==> src/rtl/flag_pkg.sv <==
// flag_pkg: shared branch/condition encodings and the NZVC flag layout.
package flag_pkg;
   typedef enum logic [1:0] {BR_NONE, BR_UNCOND, BR_COND, BR_CBZ} br_type_t;
   typedef enum logic [3:0] {
      EQ, NE, HS, LO, MI, PL, VS, VC, HI, LS, GE, LT, GT, LE, AL, NV
   } cond_t;
   typedef struct packed {
      logic n;
      logic z;
      logic v;
      logic c;
   } flags_t;
endpackage

==> src/rtl/cond_eval.sv <==
// cond_eval: evaluates a condition code against a set of NZVC flags.
module cond_eval
   import flag_pkg::*;
(
   input  flags_t f,
   input  cond_t  cond,
   output logic   pass
);
   logic ge, gt;
   always_comb begin
      ge = f.n == f.v;
      gt = !f.z && ge;
      pass = 1'b1;
      case (cond)
         EQ: pass = f.z;
         NE: pass = !f.z;
         HS: pass = f.c;
         LO: pass = !f.c;
         MI: pass = f.n;
         PL: pass = !f.n;
         VS: pass = f.v;
         VC: pass = !f.v;
         HI: pass = f.c && !f.z;
         LS: pass = !(f.c && !f.z);
         GE: pass = ge;
         LT: pass = !ge;
         GT: pass = gt;
         LE: pass = !gt;
         default: pass = 1'b1;
      endcase
   end
endmodule

==> src/rtl/flag_branch_unit.sv <==
// flag_branch_unit: NZVC flag register plus ID-stage branch resolution,
// using either bypassed live ALU flags or a one-cycle flag stall.
module flag_branch_unit
   import flag_pkg::*;
#(
   parameter bit BYPASS = 1'b1
) (
   input  logic       clk,
   input  logic       reset,
   input  logic       alu_negative,
   input  logic       alu_zero,
   input  logic       alu_overflow,
   input  logic       alu_carry_out,
   input  logic       ex_valid,
   input  logic       ex_set_flags,
   input  logic       ex_flush,
   input  logic [1:0] id_br_type,
   input  logic [3:0] id_cond,
   input  logic       id_cbnz,
   input  logic       id_reg_zero,
   output logic [3:0] flags_q,
   output logic       branch_taken,
   output logic       flag_stall
);
   logic     we, cond_pass;
   flags_t   alu_f, eff, flags_d;
   br_type_t br;
   cond_eval u_cond (.f(eff), .cond(cond_t'(id_cond)), .pass(cond_pass));
   always_comb begin
      alu_f = '{n: alu_negative, z: alu_zero, v: alu_overflow, c: alu_carry_out};
      br = br_type_t'(id_br_type);
      we = ex_valid && ex_set_flags && !ex_flush;
      flags_d = we ? alu_f : flags_t'(flags_q);
      // a flushed setter is not a writer, so it neither bypasses nor stalls
      eff = (BYPASS && we) ? alu_f : flags_t'(flags_q);
      flag_stall = !BYPASS && br == BR_COND && we;
      branch_taken = br == BR_UNCOND ? 1'b1 :
                     br == BR_COND   ? cond_pass && !flag_stall :
                     br == BR_CBZ    ? id_reg_zero ^ id_cbnz : 1'b0;
   end
   always_ff @(posedge clk)
      flags_q <= reset ? 4'b0000 : flags_d;
endmodule
==> config.mk <==
export PLATFORM = sky130hd
export DESIGN_NAME = flag_branch_unit
export DESIGN_NICKNAME = d
export VERILOG_FILES = /design/src/rtl/flag_pkg.sv /design/src/rtl/cond_eval.sv /design/src/rtl/flag_branch_unit.sv
export SDC_FILE = /design/constraint.sdc
export NUM_CORES = 1
export LEC_CHECK = 0
export CAP_MARGIN = 0
export CORE_AREA = 2 2 39 41
export CTS_BUF_LIST = sky130_fd_sc_hd__clkbuf_2
export CTS_CLUSTER_DIAMETER = 80
export DETAILED_ROUTE_END_ITERATION = 8
export DIE_AREA = 0 0 41 43
export PLACE_DENSITY = 0.61
export SKIP_CTS_REPAIR_TIMING = 1
export SYNTH_ARGS = -nofsm -noshare
export SYNTH_HDL_FRONTEND = slang
export SYNTH_SLANG_ARGS = --single-unit
==> constraint.sdc <==
create_clock -name clk -period 4.5 [get_ports clk]
set_clock_uncertainty 0.2 [all_clocks]
set_input_delay 0.675 -clock clk [delete_from_list [all_inputs] [get_ports clk]]
set_output_delay 0.675 -clock clk [all_outputs]
set_load 0.02 [all_outputs]
=== After elaboration in Yosys (flattened, before gate mapping) ===
Index checks and enable logic that the tools add are counted.

* Register bits: 4
* Input bits: 17
* Output and inout bits: 6
* Logic and storage cells: 37

* Equal/unequal tests: 17
* Multiplexer cells: 5
* Bitwise operators: 1
* Reduce and logical (&&, ||, !) cells: 13

{| class="wikitable"
|+ Operators by type and width
! cell !! count
|-
| equality test 4 bit, second input constant || 6
|-
| equality test 4 x 3 -> 1 bit, second input constant || 4
|-
| one-hot mux 1 bit (14 select lines) || 1
|-
| equality test 4 x 2 -> 1 bit, second input constant || 2
|-
| zero test 1 bit || 8
|-
| equality test 2 bit, second input constant || 2
|-
| equality test 4 x 1 -> 1 bit, second input constant || 1
|-
| logical AND 1 bit || 4
|-
| zero test 4 bit || 1
|-
| two-way mux 4 bit || 1
|-
| two-way mux 1 bit || 3
|-
| equality test 2 x 1 -> 1 bit, second input constant || 1
|-
| equality test 1 bit || 1
|-
| XOR 1 bit || 1
|}

=== Depth between registers and ports, before layout ===
* Depth after elaboration: 9
* Depth in mapped cells: 7
* Mapped depth without buffers: 6

=== Hierarchy ===
From an unflattened synthesis, not the netlist that was laid out.

* Cells, all modules: 52
* Area total of the unflattened synthesis: 464.2 um2

{| class="wikitable"
|+ By module, submodules not included
! module !! times used !! cells each !! area an instance (um2) !! seq. area each (um2)
|-
| flag_branch_unit || 1 || 28 || 286.5 || 80.1
|-
| cond_eval || 1 || 24 || 177.7 || 0.0
|}

=== Least setup slack after synthesis ===
OpenSTA, ideal clock, no wires.

* Path kind: input to output
* Start point: input port ex_set_flags
* End point: output port branch_taken
* Arrival: 2194 ps
* Data required time: 3625 ps
* Path slack: 1431 ps
* Stages: 7
* Path buffers: 1
* Path through: and3b_1 -> clkbuf_4 -> mux2i_1 -> mux4_2 -> xnor2_1 -> nand2b_1 -> a31oi_1

* Cells in the longest elaborated chain, start to end: 9
* Elaborated cells between the ends (all ways): 16
* Classes of those cells: 1 x eq/ne; 4 x mux; 11 x reduce/logical

{| class="wikitable"
|+ RTL lines
! item !! RTL line !! source
|-
| from (decl) || flag_branch_unit.sv:15 || <nowiki>input logic ex_set_flags,</nowiki>
|-
| logical AND 1 bit * (2 in series) || flag_branch_unit.sv:32 || <nowiki>we = ex_valid && ex_set_flags && !ex_flush;</nowiki>
|-
| two-way mux 4 bit * || flag_branch_unit.sv:35 || <nowiki>eff = (BYPASS && we) ? alu_f : flags_t'(flags_q);</nowiki>
|-
| equality test 1 bit / zero test 1 bit (equally long branches) || -- ||
|-
| logical AND 1 bit, on equally long branches || cond_eval.sv:12, cond_eval.sv:23, cond_eval.sv:24 ||
|-
| zero test 1 bit, on equally long branches || cond_eval.sv:28, cond_eval.sv:24 ||
|-
| one-hot mux 1 bit (14 select lines) * || cond_eval.sv:14 || <nowiki>case (cond)</nowiki>
|-
| two-way mux 1 bit * || flag_branch_unit.sv:38 || <nowiki>br == BR_COND ? cond_pass && !flag_stall :</nowiki>
|-
| two-way mux 1 bit * || flag_branch_unit.sv:37 || <nowiki>branch_taken = br == BR_UNCOND ? 1'b1 :</nowiki>
|-
| to (decl) || flag_branch_unit.sv:22 || <nowiki>output logic branch_taken,</nowiki>
|}

Mark *: on every way between the ends. The rest lies on a longest branch, timed or not.

=== Final worst setup path ===
Same ends and word-level chain as after synthesis.

==> results.cfg <==
[global_route]
grt_pass1_wl_um = 1210
grt_pass1_vias = 332
globalRoute.totalOverflow = 0
grt.total_usage = 0.104
grt_max_degree = 5
antenna_found_initial = 0

[cts]
cts.sinks = 4
h-tree-depth = 1
root_buffer = clkbuf_2
clk_latency_ns = 0.20
cts_buffers = 3
cts.clk_slew.worst_paths_ns = 0.04
cts_buffer_depth = 2
cts_tree = built

[worst_setup_path]
startpoint_type = input pin
crit_arrival_ns = 3.06
critPathKind = in2out
crit_path_frequent_cell = clkdlybuf4s50_1
path_cells = clkdlybuf4s50_1, and3b_1, mux4_2, xnor2_1, o221ai_1, a31oi_1, clkdlybuf4s50_1
ff2ff_path_depth = 2
slowest_delay_ns = 0.63
path_max_fanout = 4
crit_required_ns = 3.62
critPathSlowestCell = clkdlybuf4s50_1
worst_setup_path_end_kind = output port

[logic_synthesis]
synth-compound-area-share = 0.0595
ys_ff_latch = 4
avgSynthCellArea_um2 = 8.86
synth-simple-area-share = 0.227
yosys.area_share.xor_xnor = 0.156
synth_top_family_by_area = multiplexers
synthMuxAreaShare = 0.253
yosys_warnings = 0
ys_types = 19
netlist_instances = 38
syn_nets = 55
syn_area_um2 = 337
seq_area_frac_synth = 0.238
synthAdderAreaFrac = 0

[placement]
io_buffers = 21
gp_congestion = 0.595
dp_cells = 73

[timing]
period_share = 0.875
setup_viol = 0
fin_crit_ns = 3.94
setup_tns_ns = 0
finalMaxSlewViolations = 0
rsz0062_at_grt = no
timing.final.hold_violations = 0
whs_ns = 0.360
fmax_mhz = 254

[cells_and_area]
reg_top3 = flags_q: 4 flops
syn2layout_area_growth_pct = 68.4
max_flop_register = flags_q
finalNonFillerCells = 76
nNetsFinal = 79
n_antenna_cell = 0
largest_register_ffs = 4
drive_gt1_frac = 0.0833

[routing]
drt_iter0_drc = 0
drtPass1Iterations = 1
route.detailed.drc = 0
drtAntennaViolNets = 0
wl_um = 751
via_per_inst = 4.32
wire_per_inst_um = 9.88
num_vias = 328

[floorplanning]
dieHeight_um = 43
start_util = 0.243
die_area_mm2 = 0.00176
die_x_um = 41
core-area_mm2 = 0.00138
ios = 23
fp-row-count = 14

[hold_path]
hold_path_depth = 2
hp-class = reg2reg

[pwr]
p_per_area_mw_per_mm2 = 198
ir_worst_vdd_mv = 0.0861
leakage_nw = 0.223

[run_status]
status = completed

[flow_run]
cap_violations = 0
## routing by layer
layer | up-vias | wire [um] | global-route usage
met2 | 6 | 422 | 0.169
met1 | 147 | 295 | 0.111
li1 | 175 | - | -
met5 | - | 0 | 0
met3 | 0 | 33 | 0.0157
met4 | 0 | 0 | 0.0800
## cells in the mapped netlist
library cell	instances	area (um2)
a31oi_1	1	6.26
nand2b_1	3	18.8
nand3b_1	1	7.51
nand3_1	1	5.00
conb_1	1	3.75
and3b_1	1	8.76
xor2_1	2	17.5
mux2i_1	4	40.0
mux4_2	2	45.0
nor3_1	2	10.0
nor2_1	6	22.5
nand2_1	1	3.75
xnor2_1	4	35.0
o221ai_1	1	8.76
buf_4	1	7.51
clkbuf_4	1	7.51
o21ai_0	1	5.00
inv_1	1	3.75
dfxtp_1	4	80.1
## power by group
part           total (mW)  switching, mW  internal, mW
combinational      0.0429         0.0165        0.0264
clock              0.0312         0.0133        0.0179
sequential         0.0379        0.00107        0.0369
total               0.112         0.0308        0.0812
## area by class of cell
class,instances,area (um2)
tap,16,20.0
timing repair buffer,21,210
inverter,1,3.75
multi-input combinational,31,238
fill,152,817
clock buffer,3,15.0
sequential,4,80.1
## final timing paths
kind / endpoint / startpoint / slack [ns]
max: branch_taken / ex_set_flags / 0.56
min: flags_q[0] / flags_q[0] / 0.36
max reg2reg: flags_q[2] / flags_q[2] / 3.59
min reg2reg: flags_q[0] / flags_q[0] / 0.36
## cell usage in the layout, fill, tap and decap left out
cell type / synthesis / routed
a31oi_1: 1 / 1
nor3_1: 2 / 2
nand2_1: 1 / 1
mux2i_1: 4 / 4
clkbuf_2: 0 / 3
xnor2_1: 4 / 4
nand2b_1: 3 / 3
xor2_1: 2 / 2
nand3_1: 1 / 1
nand3b_1: 1 / 1
inv_1: 1 / 1
o221ai_1: 1 / 1
nor2_1: 6 / 6
o21ai_0: 1 / 1
mux4_2: 2 / 2
conb_1: 1 / 1
clkdlybuf4s50_1: 0 / 21
and3b_1: 1 / 1
dfxtp_1: 4 / 4
## cells by family (layout without fill, tap and decap cells)
group                  after synthesis  in the layout
other                                1              1
flip-flops                           4              4
AND/OR/NAND/NOR                     15             15
XOR/XNOR                             6              6
multiplexers                         6              6
buffers and inverters                3             25
AO/OA/AOI/OAI                        3              3
## worst max-delay path, delay by kind of cell
kind            cells  cell delay (ns)
compound gates      2             0.31
xor+xnor            1             0.16
buf+inv             2             1.10
mux                 1             0.53
simple gates        1             0.28
## per-stage QoR
step	total power, mW	setup WS, ns	utilization	instance area [um2]
finish	0.112	0.560	0.410	567
global route	0.118	0.468	0.410	567
CTS	0.115	0.554	0.410	567
detailed placement	0.0818	0.556	0.399	552
global placement	0.0818	0.568	0.399	552
floorplan	0.0594	1.43	-	337
Power figures use the tool's default switching activity.
